==> src/rtl/id_operand_stage.sv <==
// Decode-side operand stage: drives the regfile read ports, forwards from EX/MEM,
// inserts a one-cycle bubble on load-use hazards and registers operands into ID/EX.
module id_operand_stage #(
    parameter int DATA_W  = 32,
    parameter int ADDR_W  = 5,
    parameter int ALUOP_W = 8,
    parameter int CNT_W   = 16
) (
    input  logic               clk,
    input  logic               rst,
    input  logic               id_valid,
    input  logic [ADDR_W-1:0]  id_rs_addr,
    input  logic [ADDR_W-1:0]  id_rt_addr,
    input  logic               id_rs_re,
    input  logic               id_rt_re,
    input  logic [ADDR_W-1:0]  id_waddr,
    input  logic               id_we,
    input  logic               id_is_load,
    input  logic [ALUOP_W-1:0] id_aluop,
    output logic               rf_re1,
    output logic               rf_re2,
    output logic [ADDR_W-1:0]  rf_raddr1,
    output logic [ADDR_W-1:0]  rf_raddr2,
    input  logic [DATA_W-1:0]  rf_rdata1,
    input  logic [DATA_W-1:0]  rf_rdata2,
    input  logic [DATA_W-1:0]  ex_fwd_wdata,
    input  logic               mem_we,
    input  logic [ADDR_W-1:0]  mem_waddr,
    input  logic [DATA_W-1:0]  mem_wdata,
    input  logic               ex_hold,
    input  logic               flush,
    output logic               ex_valid_o,
    output logic               ex_we_o,
    output logic               ex_is_load_o,
    output logic [ADDR_W-1:0]  ex_waddr_o,
    output logic [ALUOP_W-1:0] ex_aluop_o,
    output logic [DATA_W-1:0]  ex_opnd1_o,
    output logic [DATA_W-1:0]  ex_opnd2_o,
    output logic               id_stall,
    output logic [CNT_W-1:0]   load_use_cnt
);

    logic              ex_fwd_ok;
    logic              ex_hit1, ex_hit2, mem_hit1, mem_hit2;
    logic              lu;
    logic [DATA_W-1:0] opnd1, opnd2;

    assign rf_re1    = id_valid & id_rs_re;
    assign rf_re2    = id_valid & id_rt_re;
    assign rf_raddr1 = id_rs_addr;
    assign rf_raddr2 = id_rt_addr;

    // A load in EX has no data yet, so only non-load producers may forward from EX.
    assign ex_fwd_ok = ex_valid_o & ex_we_o & ~ex_is_load_o;
    assign ex_hit1   = ex_fwd_ok & (ex_waddr_o == id_rs_addr);
    assign ex_hit2   = ex_fwd_ok & (ex_waddr_o == id_rt_addr);
    assign mem_hit1  = mem_we & (mem_waddr == id_rs_addr);
    assign mem_hit2  = mem_we & (mem_waddr == id_rt_addr);

    assign opnd1 = (!id_rs_re || id_rs_addr == '0) ? '0 :
                   ex_hit1  ? ex_fwd_wdata :
                   mem_hit1 ? mem_wdata    : rf_rdata1;
    assign opnd2 = (!id_rt_re || id_rt_addr == '0) ? '0 :
                   ex_hit2  ? ex_fwd_wdata :
                   mem_hit2 ? mem_wdata    : rf_rdata2;

    assign lu = id_valid & ex_valid_o & ex_we_o & ex_is_load_o & (ex_waddr_o != '0) &
                ((id_rs_re & (ex_waddr_o == id_rs_addr)) |
                 (id_rt_re & (ex_waddr_o == id_rt_addr)));

    assign id_stall = rst & ~flush & (ex_hold | lu);

    // NOTE: state updates use non-blocking assignments so every register samples pre-edge values.
    always_ff @(posedge clk) begin
        if (!rst) begin
            ex_valid_o   <= 1'b0;
            ex_we_o      <= 1'b0;
            ex_is_load_o <= 1'b0;
            ex_waddr_o   <= '0;
            ex_aluop_o   <= '0;
            ex_opnd1_o   <= '0;
            ex_opnd2_o   <= '0;
            load_use_cnt <= '0;
        end else if (flush) begin
            ex_valid_o   <= 1'b0;
            ex_we_o      <= 1'b0;
            ex_is_load_o <= 1'b0;
            ex_waddr_o   <= '0;
            ex_aluop_o   <= '0;
            ex_opnd1_o   <= '0;
            ex_opnd2_o   <= '0;
        end else if (ex_hold) begin
            // EX busy: ID/EX keeps its contents, a pending lu is re-evaluated later.
        end else if (lu) begin
            ex_valid_o   <= 1'b0;
            ex_we_o      <= 1'b0;
            ex_is_load_o <= 1'b0;
            if (load_use_cnt != '1)
                load_use_cnt <= load_use_cnt + 1'b1;
        end else begin
            ex_valid_o   <= id_valid;
            ex_we_o      <= id_we & id_valid;
            ex_is_load_o <= id_is_load;
            ex_waddr_o   <= id_waddr;
            ex_aluop_o   <= id_aluop;
            ex_opnd1_o   <= opnd1;
            ex_opnd2_o   <= opnd2;
        end
    end

endmodule

==> config.mk <==
export PLATFORM = sky130hd
export DESIGN_NAME = id_operand_stage
export DESIGN_NICKNAME = d
export VERILOG_FILES = /design/src/rtl/id_operand_stage.sv
export SDC_FILE = /design/constraint.sdc
export NUM_CORES = 1
export LEC_CHECK = 0
export CAP_MARGIN = 10
export CELL_PAD_IN_SITES_DETAIL_PLACEMENT = 1
export CELL_PAD_IN_SITES_GLOBAL_PLACEMENT = 1
export CORE_MARGIN = 4
export CORE_UTILIZATION = 28
export DETAILED_ROUTE_END_ITERATION = 8
export PLACE_DENSITY = 0.9
export SLEW_MARGIN = 5
export SYNTH_ARGS = -nofsm -noshare
export SYNTH_HDL_FRONTEND = slang
export SYNTH_SLANG_ARGS = --single-unit
==> constraint.sdc <==
create_clock -name clk -period 2.6 [get_ports clk]
set_clock_uncertainty 0.1 [all_clocks]
set_input_delay 0.26 -clock clk [delete_from_list [all_inputs] [get_ports clk]]
set_output_delay 0.26 -clock clk [all_outputs]
set_load 0.1 [all_outputs]
# ---- Word level (Yosys, flattened, before mapping)
# Index checks and enable logic that the tools add are counted.
# Widths: inputs -> output; s select.
dict set report totals {
  register_bits 96
  input_bits 166
  out_inout_bits 109
}
dict set report op_classes {
  addsub 1
  eq_ne 5
  n_mux 9
  bitwise_logic 25
  reduce_logical 10
}
# cell count
set ops {}
lappend ops {{$mux 32} 6}
lappend ops {{$eq 5x5->1} 4}
lappend ops {{$and 1x1->1} 18}
lappend ops {{$add 16x1->16 const B} 1}
lappend ops {{$ne 16x16->1 const B} 1}
lappend ops {{$logic_not 5->1} 2}
lappend ops {{$not 1->1} 5}
lappend ops {{$reduce_bool 5->1} 1}
lappend ops {{$reduce_and 4->1} 1}
lappend ops {{$mux 1} 3}
lappend ops {{$logic_not 1->1} 2}
lappend ops {{$logic_or 1x1->1} 2}
lappend ops {{$or 1x1->1} 2}
lappend ops {{$reduce_and 2->1} 1}
lappend ops {{$reduce_or 2->1} 1}

# ---- Logic depth before layout (Yosys ltp)
dict set report logic_depth {
  ltp_word 7
  ltp_mapped 8
  mapped_depth_nobuf 6
}

# ---- Least setup slack after synthesis
# Ideal clock, no wire load.
dict set report synth_path {
  path_kind {flip-flop to output port}
  from {reg ex_waddr_o[4]}
  to {out id_stall}
  t_arrival_ns 2.463
  t_required_ns 2.240
  path_slack_ns -0.223
  stages_incl_launch_ff 8
  path_buffers 2
  path_cell_list {dfxtp_1 > xnor2_1 > nand3_1 > o22ai_2 > a21oi_2 > nor2_1 > buf_2 > buf_2}
}
dict set report synth_between {
  elab_chain_cells 6
  word_cells_on_any_way 10
}
# element line
set synth_lines {}
lappend synth_lines {{from (decl)} 35} ;# output logic [ADDR_W-1:0] ex_waddr_o,
lappend synth_lines {{from (signal assigned)} 104} ;# ex_waddr_o <= id_waddr;
lappend synth_lines {{$eq 5x5->1, on equally long branches} {68, 69}}
lappend synth_lines {{$and 1x1->1, on equally long branches} {68, 69}}
lappend synth_lines {{$or 1x1->1} 68} ;# ((id_rs_re & (ex_waddr_o == id_rs_addr)) |
lappend synth_lines {{$and 1x1->1 (*)} 67} ;# assign lu = id_valid & ex_valid_o & ex_we_o & ex_is_load_o & (ex_waddr_o != '0) &
lappend synth_lines {{$or 1x1->1 (*)} 71} ;# assign id_stall = rst & ~flush & (ex_hold | lu);
lappend synth_lines {{$and 1x1->1 (*)} 71}
lappend synth_lines {{to (decl)} 39} ;# output logic id_stall,
# Every way passes the cells marked *; elsewhere a longest branch is shown, timed or not.

# ---- Worst setup path in the final report
dict set report layout_path {
  from {in id_rt_addr[1]}
  to {out id_stall}
}
dict set report layout_between {
  elab_chain_cells 6
}
# element line
set layout_lines {}
lappend layout_lines {{from (decl)} 13} ;# input logic [ADDR_W-1:0] id_rt_addr,
lappend layout_lines {{$eq 5x5->1} 69} ;# (id_rt_re & (ex_waddr_o == id_rt_addr)));
lappend layout_lines {{$and 1x1->1} 69}
lappend layout_lines {{$or 1x1->1} 68}
lappend layout_lines {{$and 1x1->1} 67}
lappend layout_lines {{$or 1x1->1} 71}
lappend layout_lines {{$and 1x1->1} 71}
# Every way passes these cells.

==> impl_metrics.toml <==
[status]
status = "finished clean"

[clock_tree]
cts-buffers-inserted = 9
cts_root_buf = "clkbuf_16"
worstSkewPairLatency_ns = 0.34
h-tree-depth = 3
clock_sink_count = 96
cts.clk_slew.worst_paths_ns = 0.07
cts_hold_buf = 0
ctsLongestPathBuffers = 2
tritoncts = "done"

[flow_run]
drv_cap = 0

[grt]
gr-usage-all-layers_pct = 20.9
grt_pass1_vias = 5984
grt_start_max_net_pins = 65
remaining_overflow_grt = 0
grt_pass1_wl_um = 33500
grt_antenna_before_repair = 0

[worst_hold_path]
hold_path.class = "flop to flop"

[detailed_routing]
drc = 0
wirelength_per_cell_um = 20.5
detail_route.iter0.violations = 187
remaining_antenna_violation_count = 0
firstDrtPassIters = 4
wirelength_um = 22000
dr_total_vias = 5547
viasPerCell = 5.17

[final_layout]
design.final.nets = 1005
area_growth_pct = 61.1
total_inserted_antenna_cells = 0
drive_above_1_share_pct = 23.5
design_area_um2 = 8200
layout.cells.non_filler = 1072

[die]
die_area_um2 = 20400
ioPinCount = 275
die_w_um = 143
rows = 49
placeableCoreArea_um2 = 17900
initial_cell_density_of_the_core_pct = 28.4
floorplan.die.height_um = 143

[timing]
final-setup-viol-count = 0
finalHoldViolCount = 0
layout_min_cycle_time_ns = 2.46
final.period_utilization_pct = 94.6
timing.slew.headroom_pct = 55.7
tightestPinTransition_ns = 0.664
max_clock_freq_mhz = 407
setup_repair_after_global_routing_missed_its_margin = "no"
maxSlewViolCount = 0

[logic_synthesis]
post_synth_num_cell_types = 53
syn_area_per_cell_um2 = 8.76
postSynthNetCount = 748
ys_warn_count = 0
synth.ff_latch_count = 96
synth.yosys.seq_area_share_pct = 37.7
async_reset_ff_share_pct = 0
syn_inst = 581
synth_edf_count = 0
synth_flop_cell = "dfxtp_1"
syn-cell-area_um2 = 5090

[setup_path]
arrival_ns = 2.10
critical_path.endpoint_type = "output port"
crit_required_ns = 2.24
start_kind = "input pin"
crit_path_cell_trace = "clkdlybuf4s50_1 > xnor2_1 > nand4_1 > o22ai_2 > a21oi_2 > nor2_4 > buf_12"
critPathMaxStageDelay_ns = 0.57
top_fanout_value_on_the_critical_path = 4
timing.critical_path.slowest_stage_cell = "clkdlybuf4s50_1"
critPathKind = "input pin to output port"

[placed_design]
count_of_buffers_from_port_buffering = 274
place_congestion = 0.859
post-place-cells = 1054
placed_area_um2 = 7900
dp.final_hpwl_um = 16700

[power_and_ir_drop]
power.total_mw = 3.77
power.density_cell_area_nw_per_um2 = 460
ir_worst_vdd_uv = 350
p_leak_nw = 3.46
[through the flow]
step           utilization (%)  hold WS [ns]  worst slack (ns)  setup TNS [ns]
2_1_floorplan                -         0.290            0.0296               0
3_3_place_gp              44.1         0.345           -0.0338          -0.281
3_5_place_dp              44.1         0.350           -0.0631          -0.613
4_1_cts                   45.7         0.364            0.0634               0
5_1_grt                   45.8         0.375            0.0274               0
6_report                  45.8         0.367             0.140               0
[state kept, by name (all words and copies together), names as in the netlist]
signal / flops
ex_aluop_o: 8
ex_opnd1_o: 32
ex_opnd2_o: 32
ex_waddr_o: 5
ex_is_load_o: 1
ex_valid_o: 1
ex_we_o: 1
load_use_cnt: 16
[layer usage]
layer	global-route usage, %	vias to the layer above	part of all wire (%)
li1	-	2618	-
met1	23.8	2687	40
met2	37.4	213	49
met3	6.66	29	8.6
met4	6.45	0	2.4
met5	0	-	0
[timing repair]
item | 4_1_cts | 5_1_grt
resized for setup | 0 | 0
hold endpoints to repair | 0 | 0
endpoints found under the setup margin | 0 | 1
buffers inserted | 0 | 2
[cell usage after synthesis, types with 2 or more instances]
library cell,number,share of area [%]
xor2_1,6,1.0
nand2_1,93,6.9
or4_1,5,0.74
buf_1,2,0.15
and2_1,3,0.37
xnor2_1,12,2.1
clkbuf_1,17,1.3
o2bb2ai_1,32,5.5
mux2_1,6,1.3
nand4_1,4,0.49
mux2i_1,36,7.1
or3_1,3,0.37
o21ai_0,17,1.7
o41ai_1,2,0.34
a22o_1,32,5.5
buf_4,14,2.1
nor4_1,5,0.61
a21boi_0,3,0.44
mux2_2,26,5.8
buf_2,20,2.0
nand2b_1,8,0.98
nand3_1,21,2.1
a31oi_1,32,3.9
dfxtp_1,96,38
a21boi_1,4,0.59
nor2_1,43,3.2
a22oi_1,2,0.29
inv_1,7,0.52
and3_1,3,0.37
o31ai_1,4,0.59
[power by group]
group / total, mW / internal, mW / switching [mW] / leakage (nW)
registers: 1.52 / 1.50 / 0.0210 / 0.783
logic: 0.893 / 0.385 / 0.508 / 2.53
clock network: 1.36 / 0.745 / 0.616 / 0.146
[logic make-up (layout without fill, tap and decap cells)]
kind of cell	Yosys count	after routing	share of synthesized area, %
flip-flops	96	96	37.7
buffers and inverters	62	324	6.27
XOR/XNOR	18	18	3.10
multiplexers	68	68	14.2
AND/OR/NAND/NOR	196	196	17.4
AO/OA/AOI/OAI	140	140	21.1
adder cells (fa/ha/maj)	1	1	0.246
[path summary, 6_finish.rpt]
| kind | endpoint | slack, ns | start | depth (start not counted) |
|---|---|---|---|---|
| max | id_stall | 0.14 | id_rt_addr[1] | 7 |
| max reg2reg | load_use_cnt[8] | 0.25 | load_use_cnt[0] | 7 |
| min reg2reg | ex_opnd1_o[9] | 0.37 | ex_opnd1_o[9] | 1 |
| min | ex_opnd1_o[9] | 0.37 | ex_opnd1_o[9] | 1 |
[layout make-up]
type	count	area, um^2
multi-input combinational	423	2880
inverter	7	26.3
clock buffer	10	229
sequential	96	1940
timing repair buffer	301	2790
fill	2108	9700
tap	229	287
clock inverter	6	58.8
[critical path, delay by kind of cell]
family                    cells  cell delay, ns
buffers and inverters         2            0.78
AOI/OAI and AO/OA             2            0.46
and+or+nand+nor               2            0.44
xor gates and xnor gates      1            0.15
[placed cells by master, fill, tap and decap left out, types with 2 or more instances in the layout]
cell	count
clkdlybuf4s50_1	165
buf_4	127
nand2_1	93
dfxtp_1	85
nor2_1	42
mux2i_1	36
a31oi_1	32
a22o_1	32
o2bb2ai_1	32
mux2_2	26
nand3_1	21
o21ai_0	17
xnor2_1	12
dfxtp_2	11
clkbuf_16	9
buf_12	9
nand2b_1	8
inv_1	7
xor2_1	6
mux2_1	6
nor4_1	5
or4_1	5
nand4_1	4
o31ai_1	4
a21boi_1	4
clkinv_2	4
and2_1	3
a21boi_0	3
or3_1	3
and3_1	2
o41ai_1	2
a22oi_1	2
No activity file was read; power rests on OpenSTA's default activity.
